==> src/rtl/vend_dispenser_if.sv <==
// Request and actuator signal bundle between the vending FSM and the dispenser.
// The master side issues vend requests; the slave side drives the actuators and status.
interface vend_dispenser_if;
  logic       release_soda;
  logic [2:0] change;
  logic       vend_motor;
  logic       nickel_eject;
  logic       busy;
  logic       pending;
  logic       overflow;
  logic       bad_change;
  logic [7:0] nickels_paid;

  modport master (
    output release_soda, change,
    input  vend_motor, nickel_eject, busy, pending, overflow, bad_change, nickels_paid
  );

  modport slave (
    input  release_soda, change,
    output vend_motor, nickel_eject, busy, pending, overflow, bad_change, nickels_paid
  );
endinterface

==> src/rtl/vend_dispenser.sv <==
// Soda dispenser actuator sequencer: one timed motor pulse, then one timed ejector
// pulse per nickel of change, with a single-entry buffer for an overlapping request.
module vend_dispenser #(
  parameter int unsigned PULSE_CYCLES = 4,
  parameter int unsigned GAP_CYCLES   = 2,
  parameter int unsigned MAX_NICKELS  = 4
) (
  input logic             clock,
  input logic             reset,
  vend_dispenser_if.slave bus
);

  localparam int unsigned TMAX = (PULSE_CYCLES > GAP_CYCLES) ? PULSE_CYCLES : GAP_CYCLES;
  localparam int unsigned TW   = (TMAX > 1) ? $clog2(TMAX) : 1;
  localparam int unsigned NW   = (MAX_NICKELS > 0) ? $clog2(MAX_NICKELS + 1) : 1;
  localparam logic [TW-1:0] PULSE_LD = TW'(PULSE_CYCLES - 1);
  localparam logic [TW-1:0] GAP_LD   = TW'(GAP_CYCLES - 1);

  typedef enum logic [2:0] {IDLE, VEND_ON, VEND_GAP, EJECT_ON, EJECT_GAP} state_e;

  state_e         state_q, state_d;
  logic [TW-1:0]  timer_q, timer_d;
  logic [NW-1:0]  rem_q, rem_d;
  logic           pend_v_q, pend_v_d;
  logic [NW-1:0]  pend_n_q, pend_n_d;
  logic           ovf_q, ovf_d;
  logic           bad_q, bad_d;
  logic [7:0]     paid_q, paid_d;

  logic           req;
  logic           too_big;
  logic [NW-1:0]  n_in;
  logic           expired;

  always_ff @(posedge clock or negedge reset) begin
    if (!reset) begin
      state_q  <= IDLE;
      timer_q  <= '0;
      rem_q    <= '0;
      pend_v_q <= 1'b0;
      pend_n_q <= '0;
      ovf_q    <= 1'b0;
      bad_q    <= 1'b0;
      paid_q   <= '0;
    end else begin
      state_q  <= state_d;
      timer_q  <= timer_d;
      rem_q    <= rem_d;
      pend_v_q <= pend_v_d;
      pend_n_q <= pend_n_d;
      ovf_q    <= ovf_d;
      bad_q    <= bad_d;
      paid_q   <= paid_d;
    end
  end

  always_comb begin
    logic          do_start;
    logic          finish;
    logic [NW-1:0] start_n;

    req      = bus.release_soda;
    too_big  = 32'(bus.change) > MAX_NICKELS;
    n_in     = too_big ? NW'(MAX_NICKELS) : NW'(bus.change);
    expired  = (timer_q == '0);

    state_d  = state_q;
    timer_d  = expired ? timer_q : timer_q - TW'(1);
    rem_d    = rem_q;
    pend_v_d = pend_v_q;
    pend_n_d = pend_n_q;
    ovf_d    = ovf_q;
    bad_d    = bad_q | (req & too_big);
    paid_d   = paid_q;
    do_start = 1'b0;
    finish   = 1'b0;
    start_n  = '0;

    unique case (state_q)
      IDLE: begin
        if (pend_v_q) begin
          do_start = 1'b1;
          start_n  = pend_n_q;
          pend_v_d = req;
          if (req) pend_n_d = n_in;
        end else if (req) begin
          do_start = 1'b1;
          start_n  = n_in;
        end
      end
      VEND_ON: begin
        if (expired) begin
          state_d = VEND_GAP;
          timer_d = GAP_LD;
        end
      end
      VEND_GAP, EJECT_GAP: begin
        if (expired) begin
          if (rem_q != '0) begin
            state_d = EJECT_ON;
            timer_d = PULSE_LD;
          end else begin
            finish = 1'b1;
          end
        end
      end
      EJECT_ON: begin
        if (expired) begin
          state_d = EJECT_GAP;
          timer_d = GAP_LD;
          rem_d   = rem_q - NW'(1);
          paid_d  = paid_q + 8'd1;
        end
      end
      default: state_d = IDLE;
    endcase

    if (finish) begin
      state_d = IDLE;
      if (pend_v_q) begin
        do_start = 1'b1;
        start_n  = pend_n_q;
        pend_v_d = 1'b0;
      end
    end

    // Busy-side capture is judged on the buffer as it was before this edge, so a
    // request on a finish edge that drains the buffer is still dropped.
    if (req && state_q != IDLE) begin
      if (!pend_v_q) begin
        pend_v_d = 1'b1;
        pend_n_d = n_in;
      end else begin
        ovf_d = 1'b1;
      end
    end

    if (do_start) begin
      state_d = VEND_ON;
      timer_d = PULSE_LD;
      rem_d   = start_n;
    end
  end

  always_comb begin
    bus.vend_motor   = (state_q == VEND_ON);
    bus.nickel_eject = (state_q == EJECT_ON);
    bus.busy         = (state_q != IDLE);
    bus.pending      = pend_v_q;
    bus.overflow     = ovf_q;
    bus.bad_change   = bad_q;
    bus.nickels_paid = paid_q;
  end

endmodule

==> src/flat_wrapper.sv <==
// flat-port wrapper written by rule: the top's interface ports become plain ports
module vend_dispenser_flat 
#(
  parameter int unsigned PULSE_CYCLES = 4,
  parameter int unsigned GAP_CYCLES   = 2,
  parameter int unsigned MAX_NICKELS  = 4
)
  (clock, reset, bus_release_soda, bus_change, bus_vend_motor, bus_nickel_eject, bus_busy, bus_pending, bus_overflow, bus_bad_change, bus_nickels_paid);
  vend_dispenser_if bus_i ();
  input logic clock;
  input logic reset;
  input wire logic [$bits(bus_i.release_soda)-1:0] bus_release_soda;
  input wire logic [$bits(bus_i.change)-1:0] bus_change;
  output wire logic [$bits(bus_i.vend_motor)-1:0] bus_vend_motor;
  output wire logic [$bits(bus_i.nickel_eject)-1:0] bus_nickel_eject;
  output wire logic [$bits(bus_i.busy)-1:0] bus_busy;
  output wire logic [$bits(bus_i.pending)-1:0] bus_pending;
  output wire logic [$bits(bus_i.overflow)-1:0] bus_overflow;
  output wire logic [$bits(bus_i.bad_change)-1:0] bus_bad_change;
  output wire logic [$bits(bus_i.nickels_paid)-1:0] bus_nickels_paid;
  assign bus_i.release_soda = bus_release_soda;
  assign bus_i.change = bus_change;
  assign bus_vend_motor = bus_i.vend_motor;
  assign bus_nickel_eject = bus_i.nickel_eject;
  assign bus_busy = bus_i.busy;
  assign bus_pending = bus_i.pending;
  assign bus_overflow = bus_i.overflow;
  assign bus_bad_change = bus_i.bad_change;
  assign bus_nickels_paid = bus_i.nickels_paid;
  vend_dispenser #(.PULSE_CYCLES(PULSE_CYCLES), .GAP_CYCLES(GAP_CYCLES), .MAX_NICKELS(MAX_NICKELS)) u_core (.clock(clock), .reset(reset), .bus(bus_i));
endmodule
==> config.mk <==
export PLATFORM = sky130hd
export DESIGN_NAME = vend_dispenser_flat
export DESIGN_NICKNAME = d
export VERILOG_FILES = /design/src/rtl/vend_dispenser_if.sv /design/src/rtl/vend_dispenser.sv /design/src/flat_wrapper.sv
export SDC_FILE = /design/constraint.sdc
export NUM_CORES = 1
export LEC_CHECK = 0
export BUFFER_PORTS_ARGS = -buffer_cell sky130_fd_sc_hd__buf_2
export CAP_MARGIN = 15
export CORE_MARGIN = 2
export CORE_UTILIZATION = 45
export CTS_BUF_LIST = sky130_fd_sc_hd__clkbuf_4
export DETAILED_ROUTE_END_ITERATION = 10
export GPL_ROUTABILITY_DRIVEN = 1
export HOLD_SLACK_MARGIN = 0.1
export PLACE_DENSITY_LB_ADDON = 0.3
export RECOVER_POWER = 25
export SLEW_MARGIN = 10
export SYNTH_ARGS = -nofsm -noshare
export SYNTH_HDL_FRONTEND = slang
export SYNTH_SLANG_ARGS = --single-unit
==> constraint.sdc <==
create_clock -name clock -period 4.4 [get_ports clock]
set_input_delay 0.22 -clock clock [delete_from_list [all_inputs] [get_ports clock]]
set_output_delay 0.22 -clock clock [all_outputs]
set_load 0.01 [all_outputs]
==> results.cfg, run 1 <==
[run_status]
status = completed

[yosys]
yosys_warnings = 0
synth_cell_type_count = 36
ys_seq_elements = 22
yosysSeqAreaShare_pct = 48.14
synth_fp_nets = 115
yosysTopAreaCell = dfrtp_1
ys_top_cells_by_area = dfrtp_1 (48%), xnor2_1 (5.4%), mux2_1 (4.9%)
synthCells = 106
netlist_area_um2 = 1144
avgSynthCellArea_um2 = 10.79
synth_top_area_share_pct = 48.14

[global_routing]
grt_max_degree = 23
grt_pass1_vias = 721
grt_pass1_wl_um = 3229
antenna_found_initial = 0
grt_overflow = 0
grt_use_total_pct = 15.28

[critical_path]
worstPathCellList = and3b_1, and2_1, mux2_1, mux2i_1
critical_path.max_fanout = 11
cp-start-kind = flip-flop
worstSetupEndpointType = flip-flop
cp_slowest_cell = dfrtp_1
cp_num_cells = 4
cp.required_ns = 4.65
crit_family = simple AND/OR/NAND/NOR gates
r2r_setup_slack_ns = 2.64
criticalPathCategory = flip-flop to flip-flop
reg2reg_depth = 4
cp.arrival_ns = 2.01
regToRegStartpoint = u_core.state_q[0]
crit_buf_inv = 0
reg2reg_to = u_core.rem_q[1]
slowest_delay_ns = 0.56

[cts]
clk_pin_slew_ns = 0.13
postCtsSetupBuffers = 0
cts_buffer_depth = 2
ctsResizeCount = 0
htree_levels = 1
cts_inserted_buffers = 3
cts_tree = done
clk_latency_ns = 0.31
clkSinkCount = 22
cts-root-buf = clkbuf_4

[timing]
clock_skew_ns = 0.01143
timing.slew.headroom_pct = 25.11
period_minus_slack_ns = 1.765
finalCritPeriodShare_pct = 40.11
setup_slack_ns = 2.635
fmax_mhz = 566.7
rsz0062_at_grt = false
fin_tns_setup_ns = 0
hold_viol_final = 0
worst_pin_slew_ns = 1.123
final-setup-viol-count = 0
slew_violations = 0

[pwr]
vdd_drop_max_mv = 0.2694
power_density_nw_per_um2 = 285.1
fin_total_pwr_mw = 0.3759
p_leak_nw = 0.5679

[cells_and_area]
layout.nets = 136
antennaDiodeCount = 0
final_common_cell = dfrtp_1
synthToLayoutAreaGrowth_pct = 15.32
utilization_pct = 54.22
drive_gt1_share_pct = 21.43
final_cell_mix = dfrtp_1 (22), buf_2 (18), nor2_1 (7), xnor2_1 (7), nand2_1 (6)
final_area_um2 = 1319

[min_path]
min_path_cells = 3
min_from = bus_change[0]
holdPathEnd = u_core.bus.bad_change
hold_class = input pin to flip-flop

[routing]
drt_iter0_drc = 8
first_pass_iters = 4
drc_errors = 0
vias_per_cell = 5.359
num_vias = 836
routed_wl_um = 2002
avgRoutedWirePerCell_um = 12.83
drtAntennaViolNets = 0

[floorplanning]
start_util_pct = 47.02
coreArea_um2 = 2432
fp.dieW_um = 54.41
die_y_um = 54.41
num_rows = 18
pin_count = 20
die-area_um2 = 2960

[placed_design]
place_congestion = 0.8456
dp_hpwl_um = 1481
io_buffers = 19
placed_cell_area_um2 = 1257
pre_cts_slack_ns = 2.641

[run]
drv_cap = 0
==> logic make-up after synthesis <==
group                    count (synthesis)  synth area share [%]
XOR/XNOR                                10                 8.316
AND/OR/NAND/NOR                         37                 19.37
multiplexers                             8                 7.549
AO/OA/AOI/OAI                           18                 10.39
buffers and inverters                    8                 2.953
adder cells (fa/ha/maj)                  3                 3.283
flip-flops                              22                 48.14
==> Yosys cell counts <==
cell / n
mux2_1: 5
nand3_1: 3
or2_1: 2
buf_2: 3
a22oi_1: 2
o31ai_1: 1
nand2_1: 6
and3_1: 1
a21oi_1: 4
and2_1: 2
o21bai_1: 4
nor2_1: 7
ha_1: 3
nor3_1: 1
o22a_2: 1
o32ai_1: 1
xor2_1: 2
and4_1: 1
nor2b_1: 3
xnor2_1: 7
mux2i_1: 3
nor4_1: 1
nor3_2: 1
clkbuf_1: 1
dfrtp_1: 22
and3b_1: 1
o21ai_1: 1
inv_2: 1
nand2b_1: 2
xnor2_2: 1
o21ai_0: 3
inv_1: 3
nor4b_4: 1
nand4_1: 4
a211oi_1: 1
nor3b_1: 1
==> where the power goes <==
part | leakage (nW) | total [mW] | internal, mW | switching (mW)
clock network | 0.0279 | 0.154 | 0.0921 | 0.0619
registers | 0.265 | 0.207 | 0.204 | 0.00237
logic | 0.275 | 0.0152 | 0.00625 | 0.00891
total | 0.568 | 0.376 | 0.303 | 0.0732
==> layout make-up <==
cell class              count  area, um2
clock inverters             1      30.03
well taps                  30      37.54
flip-flops and latches     22      550.5
multi-input cells          76      559.3
inverters                   4      15.01
clock buffers               3      22.52
repair buffers             20      103.9
fillers                   224       1114
==> tightest hold or removal path, cell delays in order <==
cell	delay [ns]
buf_2	0.08
nor2_1	0.04
o21bai_1	0.10
==> per-layer routing <==
layer | wire length (um) | global-route usage, %
met5 | 0 | 0
met4 | 15 | 3.750
met3 | 89 | 5.738
met2 | 917 | 23.09
met1 | 980 | 20.62
==> how the worst max path moves through the flow <==
stage,from,endpoint
final,u_core.state_q[0],u_core.rem_q[1]
after global routing,u_core.state_q[0],u_core.rem_q[1]
after CTS,u_core.state_q[0],u_core.rem_q[1]
after detailed placement,u_core.state_q[0],u_core.rem_q[1]
after global placement,u_core.state_q[0],u_core.rem_q[1]
after floorplan,u_core.state_q[2],u_core.bus.nickels_paid[1]
==> flip-flops by register name, summed over array words and instances (netlist names) <==
register / count
u_core.bus.bad_change: 1
u_core.pend_n_q: 3
u_core.state_q: 3
u_core.bus.nickels_paid: 8
u_core.bus.overflow: 1
u_core.rem_q: 3
u_core.timer_q: 2
u_core.bus.pending: 1
==> timing repair <==
| action | 4_1_cts | 5_1_grt |
|---|---|---|
| hold endpoints to repair | 22 | 0 |
| endpoints found under the setup margin | 0 | 0 |
| hold buffers | 1 | 0 |
==> metrics by stage <==
stage / instances / hold WS (ns)
floorplan: 106 / -0.07559
finish: 156 / 0.1493
global route: 156 / 0.1623
detailed placement: 151 / 0.2090
global placement: 151 / 0.2093
CTS: 156 / 0.1459
(Power assumes the default switching activity.)
==> inputs of run 2 (changes only) <==
clock period = 1.6 ns   (was 4.4 ns; I/O delays follow)
==> results.cfg, run 2 (same netlist as run 1, synthesis figures left out) <==
[cts]
cts_inserted_buffers = 3
clk_pin_slew_ns = 0.12
cts-root-buf = clkbuf_4
cts_tree = done
htree_levels = 1
clkSinkCount = 22
cts_buffer_depth = 2
clk_latency_ns = 0.30

[routing]
drtAntennaViolNets = 0
routed_wl_um = 2195
vias_per_cell = 5.099
first_pass_iters = 2
drt_iter0_drc = 10
avgRoutedWirePerCell_um = 12.84
num_vias = 872
drc_errors = 0

[pwr]
p_switching_mw = 0.1957
vdd_drop_max_mv = 0.3870
p_leak_nw = 0.6353
power_frac_clock_pct = 29.0
fin_total_pwr_mw = 0.8727
combPwrFrac_pct = 5.9
power_frac_seq_pct = 65.1
power_density_nw_per_um2 = 601.3
switching_share_pct = 22.43
power.internal_mw = 0.6770

[placed_design]
io_buffers = 19
place_congestion = 0.7560
placed_cell_area_um2 = 1318
dp_hpwl_um = 1628
pre_cts_slack_ns = -0.01699

[cells_and_area]
antennaDiodeCount = 0
final_cell_mix = buf_2 (19), dfrtp_1 (19), buf_4 (11)
drive_gt1_share_pct = 33.33
layout.nets = 151
largest_register_ffs = 8
synthToLayoutAreaGrowth_pct = 26.91
final_area_um2 = 1451

[timing]
clock_skew_ns = 0.001211
worst_pin_slew_ns = 0.4928
timing.slew.headroom_pct = 67.14
slew_violations = 0
hold_viol_final = 0
fmax_mhz = 650.2
setup_slack_ns = 0.06190
period_minus_slack_ns = 1.538
finalCritPeriodShare_pct = 96.13
final-setup-viol-count = 0

[critical_path]
cp.arrival_ns = 1.74
worstSetupEndpointType = flip-flop
criticalPathCategory = flip-flop to flip-flop
critical_path.max_fanout = 7
cp.required_ns = 1.80
cp-start-kind = flip-flop

[global_routing]
grt_pass1_wl_um = 3463
antenna_found_initial = 0
grt_overflow = 0
grt_max_degree = 23
grt_use_total_pct = 16.43
grt_pass1_vias = 832

[floorplanning]
num_rows = 18
coreArea_um2 = 2432
start_util_pct = 47.02
pin_count = 20
die_y_um = 54.41
fp.dieW_um = 54.41
die-area_um2 = 2960

[run]
drv_cap = 0

[min_path]
hold_class = input pin to flip-flop

[run_status]
status = completed
## run 2: stage by stage
stage | setup TNS [ns] | util, % | cells | hold WS [ns]
finish | 0 | 59.67 | 171 | 0.1996
global route | -0.006635 | 59.67 | 171 | 0.2439
CTS | 0 | 57.61 | 168 | 0.2131
detailed placement | -0.03157 | 54.17 | 159 | 0.07467
global placement | 0 | 54.17 | 159 | 0.07101
floorplan | 0 | - | 106 | -0.2156
## run 2: layout make-up
class / count / area, um2
inverter: 4 / 15.01
sequential: 22 / 554.3
clock buffer: 3 / 22.52
timing repair buffer: 35 / 227.7
tap: 30 / 37.54
multi-input combinational: 76 / 590.6
clock inverter: 1 / 3.754
fill: 206 / 980.9
## run 2: critical path, stage by stage, from the launching register on
cell and delay, ns:
dfrtp_2 0.50, xnor2_2 0.32, nor4b_4 0.09, o22a_2 0.29
or2_1 0.23
## run 2: repair_timing
item / CTS / global route
endpoints found under the hold margin: 24 / 0
buffers inserted: 0 / 3
resized for setup: 2 / 8
endpoints found under the setup margin: 4 / 14
pin swaps: 0 / 2
hold buffers: 5 / 0
## run 2: worst paths after layout
path | slack, ns | to | depth (start not counted) | from
setup reg to reg | 0.06 | u_core.timer_q[0] | 4 | u_core.state_q[1]
setup / recovery | 0.06 | u_core.timer_q[0] | 4 | u_core.state_q[1]
hold / removal | 0.20 | u_core.pend_n_q[1] | 3 | bus_change[1]
max in group asynchronous | 0.98 | u_core.state_q[2] | 2 | reset
min in group asynchronous | 0.26 | u_core.timer_q[1] | 2 | reset
hold reg to reg | 0.48 | u_core.bus.nickels_paid[7] | 1 | u_core.bus.nickels_paid[7]
## run 2: routing by layer
layer / vias up / part of all wire [%] / GRT usage (%)
met1: 418 / 48 / 21.49
li1: 442 / - / -
met2: 10 / 49 / 26.71
met5: - / 0 / 0
met3: 2 / 3.0 / 2.459
met4: 0 / 0.59 / 7.500
## run 2: power groups by stage
stage                     clock, mW  sequential [mW]  combinational [mW]
after floorplan                   0            0.576              0.0207
after CTS                     0.269            0.568              0.0520
after global placement            0            0.579              0.0409
after detailed placement          0            0.579              0.0428
final                         0.253            0.568              0.0513
after global routing          0.302            0.570              0.0593
==> inputs of run 3 (changes only) <==
TNS_END_PERCENT = 20   (was unset)
clock period = 1.59 ns   (was 1.6 ns; I/O delays follow)
==> results.cfg, run 3 (same netlist as run 1, synthesis figures left out) <==
[routing]
drc_errors = 0
first_pass_iters = 3
avgRoutedWirePerCell_um = 12.12
drtAntennaViolNets = 0
routed_wl_um = 2060
vias_per_cell = 4.947
num_vias = 841
drt_iter0_drc = 3

[timing]
fmax_mhz = 658.3
worst_pin_slew_ns = 0.4937
setup_slack_ns = 0.07101
slew_violations = 0
fin_tns_setup_ns = 0
period_minus_slack_ns = 1.519
final-setup-viol-count = 0
timing.slew.headroom_pct = 67.09
rsz0062_at_grt = true
clock_skew_ns = 0.006428
hold_viol_final = 0
finalCritPeriodShare_pct = 95.53
timing.hold.ws_ns = 0.1686

[floorplanning]
pin_count = 20
die_y_um = 54.41
start_util_pct = 47.02
num_rows = 18
fp.dieW_um = 54.41
coreArea_um2 = 2432
die-area_um2 = 2960

[cells_and_area]
fill_cells = 216
utilization_pct = 58.90
fin_cells = 170
drive_gt1_share_pct = 31.43
synthToLayoutAreaGrowth_pct = 25.27
final_area_um2 = 1433
antennaDiodeCount = 0
final_cell_mix = buf_2 (19), dfrtp_1 (19), buf_4 (10)
largest_register_ffs = 8
layout.nets = 150

[critical_path]
cp.required_ns = 1.79
critical_path.max_fanout = 8
crit_family = flip-flops
criticalPathCategory = flip-flop to flip-flop
slowest_delay_ns = 0.48
worstSetupEndpointType = flip-flop
crit_buf_inv = 1
cp.arrival_ns = 1.72
worstPathCellList = and3b_1, and2_2, buf_4, mux2_1
cp_slowest_cell = dfrtp_2
cp-start-kind = flip-flop

[cts]
cts_buffer_depth = 2
clk_latency_ns = 0.30
clk_pin_slew_ns = 0.12
cts_inserted_buffers = 3
clkSinkCount = 22
cts-root-buf = clkbuf_4
htree_levels = 1
cts_tree = done

[global_routing]
antenna_found_initial = 0
grt_pass1_wl_um = 3360
grt_max_degree = 23
grt_use_total_pct = 16.06
grt_overflow = 0
grt_pass1_vias = 791

[pwr]
vdd_drop_max_mv = 0.4434
p_leak_nw = 0.6363
power_density_nw_per_um2 = 613.5
fin_total_pwr_mw = 0.8789

[placed_design]
dp_hpwl_um = 1530
pre_cts_slack_ns = -0.03883
placed_cell_area_um2 = 1318
placedCellCount = 159
place_congestion = 0.7581
io_buffers = 19

[run]
drv_cap = 0

[min_path]
hold_class = input pin to flip-flop

[run_status]
status = completed
-- run 3: worst min-delay path: cells and delay by family --
family,cells,cell delay (ns)
AND/OR/NAND/NOR,1,0.15
buffers and inverters,1,0.08
multiplexers,1,0.14
-- run 3: worst paths after layout --
path | slack [ns] | cells after the start | end | from
worst max-delay path | 0.07 | 4 | u_core.bus.nickels_paid[1] | u_core.state_q[2]
worst min register to register | 0.48 | 1 | u_core.bus.nickels_paid[7] | u_core.bus.nickels_paid[7]
min in group asynchronous | 0.26 | 2 | u_core.bus.nickels_paid[7] | reset
max in group asynchronous | 0.97 | 2 | u_core.state_q[2] | reset
worst max register to register | 0.07 | 4 | u_core.bus.nickels_paid[1] | u_core.state_q[2]
worst min-delay path | 0.17 | 3 | u_core.pend_n_q[1] | bus_change[1]
-- run 3: where the power goes --
group          switching [mW]  total, mW  internal, mW
Clock                   0.164      0.255        0.0915
Sequential            0.00619      0.572         0.565
Combinational          0.0263     0.0521        0.0258
-- run 3: layer usage --
metal	share of wire [%]	GRT usage, %	vias up
li1	-	-	443
met1	50	21.29	382
met2	46	25.70	12
met3	2.9	3.279	4
met4	1.2	6.250	0
met5	0	0	-
-- run 3: layout make-up --
class	count	area [um2]	share of cell area [%]
Timing Repair Buffer	34	220.2	15.37
Clock inverter	1	3.754	0.2620
Inverter	4	15.01	1.048
Multi-Input combinational cell	76	579.3	40.44
Sequential cell	22	554.3	38.69
Clock buffer	3	22.52	1.572
Tap cell	30	37.54	2.620
-- run 3: timing repair --
| action | in CTS | in global routing |
|---|---|---|
| buffers inserted | 0 | 2 |
| endpoints found under the hold margin | 25 | 0 |
| pin swaps | 1 | 2 |
| endpoints found under the setup margin | 5 | 12 |
| hold buffers | 5 | 0 |
| gates resized for setup | 3 | 6 |
| gates cloned | 0 | 0 |
